## src/rtl/display_pkg.sv

```systemverilog
// Shared constants, types and the double-dabble step for the display scan controller.
// The converter and the top-level controller both import this package.
package display_pkg;

  localparam int          NUM_DIGITS = 4;
  localparam logic [13:0] MAX_VALUE  = 14'd9999;
  localparam logic [3:0]  BCD_BLANK  = 4'hF;
  localparam int          CONV_ITERS = 14;
  localparam int          SR_W       = 4 * NUM_DIGITS + CONV_ITERS;

  typedef enum logic {
    IDLE,
    CONV
  } conv_state_t;

  // One double-dabble iteration over {bcd[15:0], bin[13:0]}: add 3 to every
  // BCD nibble >= 5, then shift the whole register left by one.
  function automatic logic [SR_W-1:0] dabble_step(input logic [SR_W-1:0] sr);
    logic [SR_W-1:0] adj;
    adj = sr;
    for (int n = 0; n < NUM_DIGITS; n++) begin
      if (adj[CONV_ITERS + 4*n +: 4] >= 4'd5)
        adj[CONV_ITERS + 4*n +: 4] = adj[CONV_ITERS + 4*n +: 4] + 4'd3;
    end
    return {adj[SR_W-2:0], 1'b0};
  endfunction

endpackage

```

## src/rtl/display_scan_controller_if.sv

```systemverilog
// Load handshake and digit bus of the display scan controller.
// master drives the value/strobe side; slave is the controller itself.
interface display_scan_controller_if;
  logic        tick_i;
  logic [13:0] value_i;
  logic        load_i;
  logic        ready_o;
  logic        blank_lz_i;
  logic [1:0]  digit_sel_o;
  logic [3:0]  digit_en_o;
  logic [3:0]  bcd_o;
  logic        over_o;

  modport master (
    output tick_i, value_i, load_i, blank_lz_i,
    input  ready_o, digit_sel_o, digit_en_o, bcd_o, over_o
  );

  modport slave (
    input  tick_i, value_i, load_i, blank_lz_i,
    output ready_o, digit_sel_o, digit_en_o, bcd_o, over_o
  );
endinterface

```

## src/rtl/bin2bcd_seq.sv

```systemverilog
// Sequential 14-bit binary to 4-digit BCD converter, one double-dabble iteration per clock.
// done and bcd describe the iteration completing on the current edge.
module bin2bcd_seq
  import display_pkg::*;
(
  input  logic        clk_i,
  input  logic        reset,
  input  logic        start,
  input  logic [13:0] value,
  output logic        busy,
  output logic        done,
  output logic [15:0] bcd
);

  logic [SR_W-1:0] sr;
  logic [SR_W-1:0] next_sr;
  logic [3:0]      iter;
  logic            busy_q;

  assign next_sr = dabble_step(sr);
  assign busy    = busy_q;
  assign done    = busy_q && (iter == 4'(CONV_ITERS - 1));
  assign bcd     = next_sr[SR_W-1 -: 16];

  // NOTE: sequential state is written with non-blocking assignments only, so
  // every register samples the pre-edge values regardless of statement order.
  always_ff @(posedge clk_i or posedge reset) begin
    if (reset) begin
      sr     <= '0;
      iter   <= '0;
      busy_q <= 1'b0;
    end else if (start && !busy_q) begin
      sr     <= {16'b0, value};
      iter   <= '0;
      busy_q <= 1'b1;
    end else if (busy_q) begin
      sr   <= next_sr;
      iter <= iter + 4'd1;
      if (done) busy_q <= 1'b0;
    end
  end

endmodule

```

## src/rtl/display_scan_controller.sv

```systemverilog
// 4-digit multiplexed seven-segment scan controller: clamped load handshake, BCD
// conversion, digit scan with anti-ghost guard blanking and leading-zero suppression.
module display_scan_controller
  import display_pkg::*;
#(
  parameter int GUARD_CYCLES = 2
) (
  input  logic                       clk_i,
  input  logic                       reset,
  display_scan_controller_if.slave   bus
);

  localparam logic [3:0] GUARD_INIT = 4'(GUARD_CYCLES);

  conv_state_t state;
  logic        ready_q;
  logic        over_q;
  logic        pend_over;
  logic [15:0] disp;
  logic [1:0]  sel;
  logic [3:0]  guard;

  logic        value_over;
  logic [13:0] clamped;
  logic        accept;
  logic        conv_busy;
  logic        conv_done;
  logic [15:0] conv_bcd;

  assign value_over = bus.value_i > MAX_VALUE;
  assign clamped    = value_over ? MAX_VALUE : bus.value_i;
  assign accept     = bus.load_i && ready_q && !conv_busy;

  bin2bcd_seq u_conv (
    .clk_i (clk_i),
    .reset (reset),
    .start (accept),
    .value (clamped),
    .busy  (conv_busy),
    .done  (conv_done),
    .bcd   (conv_bcd)
  );

  // The display register is only written with a finished conversion, so the
  // scan never sees a partial result.
  always_ff @(posedge clk_i or posedge reset) begin
    if (reset) begin
      state     <= IDLE;
      ready_q   <= 1'b1;
      over_q    <= 1'b0;
      pend_over <= 1'b0;
      disp      <= '0;
    end else begin
      case (state)
        IDLE: if (accept) begin
          pend_over <= value_over;
          ready_q   <= 1'b0;
          state     <= CONV;
        end
        CONV: if (conv_done) begin
          disp    <= conv_bcd;
          over_q  <= pend_over;
          ready_q <= 1'b1;
          state   <= IDLE;
        end
        default: state <= IDLE;
      endcase
    end
  end

  // A tick always advances the digit and restarts the guard, even mid-guard.
  always_ff @(posedge clk_i or posedge reset) begin
    if (reset) begin
      sel   <= '0;
      guard <= GUARD_INIT;
    end else if (bus.tick_i) begin
      sel   <= sel + 2'd1;
      guard <= GUARD_INIT;
    end else if (guard != 4'd0) begin
      guard <= guard - 4'd1;
    end
  end

  logic [3:0] blank_vec;
  logic [3:0] cur_digit;
  logic       cur_blank;

  // Digit k (k >= 1) is blank when it and every digit above it is zero.
  assign blank_vec = {bus.blank_lz_i && (disp[15:12] == 4'd0),
                      bus.blank_lz_i && (disp[15:8]  == 8'd0),
                      bus.blank_lz_i && (disp[15:4]  == 12'd0),
                      1'b0};
  assign cur_digit = disp[{sel, 2'b00} +: 4];
  assign cur_blank = blank_vec[sel];

  assign bus.ready_o     = ready_q;
  assign bus.over_o      = over_q;
  assign bus.digit_sel_o = sel;
  assign bus.bcd_o       = cur_blank ? BCD_BLANK : cur_digit;
  assign bus.digit_en_o  = (!cur_blank && guard == 4'd0) ? (4'b0001 << sel) : 4'b0000;

endmodule

```

## src/flat_wrapper.sv

```systemverilog
// flat-port wrapper written by rule: the top's interface ports become plain ports
module display_scan_controller_flat import display_pkg::*;
#(
  parameter int GUARD_CYCLES = 2
)
  (clk_i, reset, bus_tick_i, bus_value_i, bus_load_i, bus_blank_lz_i, bus_ready_o, bus_digit_sel_o, bus_digit_en_o, bus_bcd_o, bus_over_o);
  display_scan_controller_if bus_i ();
  input  logic clk_i;
  input  logic reset;
  input wire logic [$bits(bus_i.tick_i)-1:0] bus_tick_i;
  input wire logic [$bits(bus_i.value_i)-1:0] bus_value_i;
  input wire logic [$bits(bus_i.load_i)-1:0] bus_load_i;
  input wire logic [$bits(bus_i.blank_lz_i)-1:0] bus_blank_lz_i;
  output wire logic [$bits(bus_i.ready_o)-1:0] bus_ready_o;
  output wire logic [$bits(bus_i.digit_sel_o)-1:0] bus_digit_sel_o;
  output wire logic [$bits(bus_i.digit_en_o)-1:0] bus_digit_en_o;
  output wire logic [$bits(bus_i.bcd_o)-1:0] bus_bcd_o;
  output wire logic [$bits(bus_i.over_o)-1:0] bus_over_o;
  assign bus_i.tick_i = bus_tick_i;
  assign bus_i.value_i = bus_value_i;
  assign bus_i.load_i = bus_load_i;
  assign bus_i.blank_lz_i = bus_blank_lz_i;
  assign bus_ready_o = bus_i.ready_o;
  assign bus_digit_sel_o = bus_i.digit_sel_o;
  assign bus_digit_en_o = bus_i.digit_en_o;
  assign bus_bcd_o = bus_i.bcd_o;
  assign bus_over_o = bus_i.over_o;
  display_scan_controller #(.GUARD_CYCLES(GUARD_CYCLES)) u_core (.clk_i(clk_i), .reset(reset), .bus(bus_i));
endmodule
```

## config.mk

```make
export PLATFORM = sky130hd
export DESIGN_NAME = display_scan_controller_flat
export DESIGN_NICKNAME = d
export VERILOG_FILES = /design/src/rtl/display_pkg.sv /design/src/rtl/display_scan_controller_if.sv /design/src/rtl/bin2bcd_seq.sv /design/src/rtl/display_scan_controller.sv /design/src/flat_wrapper.sv
export SDC_FILE = /design/constraint.sdc
export NUM_CORES = 1
export LEC_CHECK = 0
export BUFFER_PORTS_ARGS = -buffer_cell sky130_fd_sc_hd__buf_2
export CAP_MARGIN = 10
export CORE_UTILIZATION = 50
export DETAILED_ROUTE_END_ITERATION = 10
export PLACE_DENSITY = 0.74
export SLEW_MARGIN = 20
export SYNTH_ARGS = -nofsm -noshare
export SYNTH_HDL_FRONTEND = slang
export SYNTH_SLANG_ARGS = --single-unit
```

## constraint.sdc

```tcl
create_clock -name clk_i -period 2.1 [get_ports clk_i]
set_input_delay 0.21 -clock clk_i [delete_from_list [all_inputs] [get_ports clk_i]]
set_output_delay 0.21 -clock clk_i [all_outputs]
set_load 0.03 [all_outputs]
```

==> run metrics <==
Slew Limit Fails 0; TritonCTS clock tree yes; Post-Synth XOR/XNOR Area 1.91%; Place WS 0.339 ns; layout cells sized above 1 23.0%; die extent in y 82.1 um; post-synthesis compound-gate area fraction 15.5%; All-Layer GR Usage 21.9%; Critical Setup Path Class reg -> out; placed inst area 3430 um^2; gr ovfl total 0; antenna fix cells 0; Final WS setup 0.106 ns; Pwr Density 1710 nW/um^2; top-area cell type share of the netlist area 46.0%; ranking of synthesized cells by area dfrtp_1 (46%), ha_1 (5.8%), nand2_1 (4.4%), o21ai_0 (4.4%), a21oi_1 (3.0%); Syn Std Cell Area 3210 um^2; worst-path maximum fanout 8; multiplexer share of the synthesized area 9.71%; Worst Tran Pin Value 0.628 ns; Max Freq 502 MHz; IR drop worst, VDD 965 uV; Root Buffer clkbuf_8; clock net sink count 61; area leader, netlist dfrtp_1; worst clock skew 0.00599 ns; wire length of the first global-routing pass 10,800 um; ys flop type dfrtp_1; Avg Synthesized Cell Area 10.2 um^2; final hold slack 0.131 ns; Initial Utilization 53.0%; final core utilization 62.3%; count leader, synth dfrtp_1; most common library cells after synthesis dfrtp_1 (59), nand2_1 (38), o21ai_0 (28); Post-synth ARST share 100%; CTS Buffer Depth 2; cells after synthesis 316; number of H-tree levels 3; GPL Wtd Cong 0.774; vias in the first global route 2,360; slack of the worst reg-to-reg path 0.45 ns; Static Leak 1.85 nW; Vias/cell 5.53; status completed; final setup TNS 0 ns; Syn Nets 350; Startpoint Class flop; Antenna Nets Post-Route 0; #FFs+latches synth 61; fraction of the yosys area taken by sequential cells 47.6%; floorplan row count 28; fraction of the mapped netlist area in adder cells 5.85%; total CTS buffers 9; I/O pin count 31; crit path DAT 1.78 ns; final setup vio count 0; Critical Path RT 1.89 ns; input/output buffers 30; nets 385; DR DRC count 0; antenna violations before repair 0; Post-synth EDFFs 0; Tcrit/Tclk final 94.9%; fillcell total 512; YS warnings 0; via count 2,382; endpoints failing hold 0; Finished Cell Area 3780 um^2; slew margin rel. 58.0%; main combinational cell family by area after synthesis compound AO/OA/AOI/OAI gates; Tmin final 1.99 ns; Std-Cell Core Area 6060 um^2; library cells used by synthesis 43; max-cap viol count 0; initial DRC count 132; crit end category primary output; Area Growth Syn to Fin 17.7%; CTS clk-pin slew, worst paths 0.07 ns; worst min path class in -> reg; HPWL after detailed placement 4440 um; DIE AREA 6740 um^2; largest net degree at the start of global routing 62; chip width 82.1 um; DRT Pass-1 Iters 4; drt total wl 6450 um; clk_lat worst skew 0.33 ns; Simple-Gate Fraction of Synth Area 14.8%; post-DR wirelength/cell 15.0 um
per-layer routing:
layer  track usage (%)  part of all wire (%)
met2              34.5                    48
met3              3.63                   2.5
met1              29.0                    48
met5                 0                     0
met4              11.4                   1.9
stage by stage:
step,power (mW),cells
after floorplan,4.29,316
after global placement,4.79,412
after detailed placement,4.95,412
after CTS,6.36,429
after global routing,6.98,431
final,6.45,431
worst paths after layout:
kind / startpoint / endpoint / cells past startpoint
setup / recovery: u_core.disp[6] / bus_bcd_o[0] / 5
hold / removal: bus_tick_i / u_core.guard[2] / 2
setup reg to reg: u_core.u_conv.sr[14] / u_core.disp[2] / 6
hold reg to reg: u_core.pend_over / u_core.pend_over / 2
max in group asynchronous: reset / u_core.guard[1] / 4
min in group asynchronous: reset / u_core.u_conv.sr[17] / 4
kinds of logic after synthesis:
kind of cell	after synthesis
AND/OR/NAND/NOR	95
XOR/XNOR	7
buffers and inverters	35
AO/OA/AOI/OAI	80
multiplexers	23
flip-flops	61
adder cells (fa/ha/maj)	15
cell usage in the layout, fill, tap and decap left out, types with 3 or more instances in the layout:
cell	n
nor3_1	5
ha_1	15
buf_2	28
o31ai_1	3
and2_1	4
o22ai_1	7
bufinv_16	4
a22o_1	3
nand2_1	38
mux2_2	5
a21oi_1	19
or2_1	4
mux2i_1	9
inv_1	20
dfrtp_1	57
a21o_1	11
clkbuf_8	9
nor3b_1	6
mux4_2	4
a221oi_1	4
nand3_1	3
mux2_4	5
nor2_1	18
buf_4	7
o21ai_0	27
xnor2_1	6
nand2b_1	5
critical path, stage by stage, from the launching register on:
cell and delay, ns:
dfrtp_1 0.44, nor4_4 0.32, nand3_2 0.13, a21oi_4 0.24, or2_1 0.13, buf_2 0.18
flip-flops by register name, indices dropped and copies added, names as in the netlist, 2 cells and up:
name                    count
u_core.disp                16
u_core.bus.digit_sel_o      2
u_core.u_conv.iter          4
u_core.guard                4
u_core.u_conv.sr           30
timing repair:
item,CTS,global route
setup endpoints to repair,4,8
hold buffers,1,0
gates resized for setup,2,10
hold endpoints to repair,59,0
buffers inserted,0,2
cloned,0,0
pin swaps,1,1
power by group:
part | total [mW] | switching (mW) | internal (mW)
registers | 2.27 | 0.549 | 1.72
logic | 2.81 | 1.49 | 1.32
clock network | 1.37 | 0.464 | 0.904
area by class of cell:
cell class,instances,area (um^2),share of cell area (%)
clock buffer,9,124,3.28
clock inverter,7,138,3.64
inverter,21,78.8,2.09
multi-input combinational,220,1580,41.8
sequential,61,1530,40.6
tap,75,93.8,2.49
timing repair buffer,38,230,6.10
No activity file was read; power rests on OpenSTA's default activity.
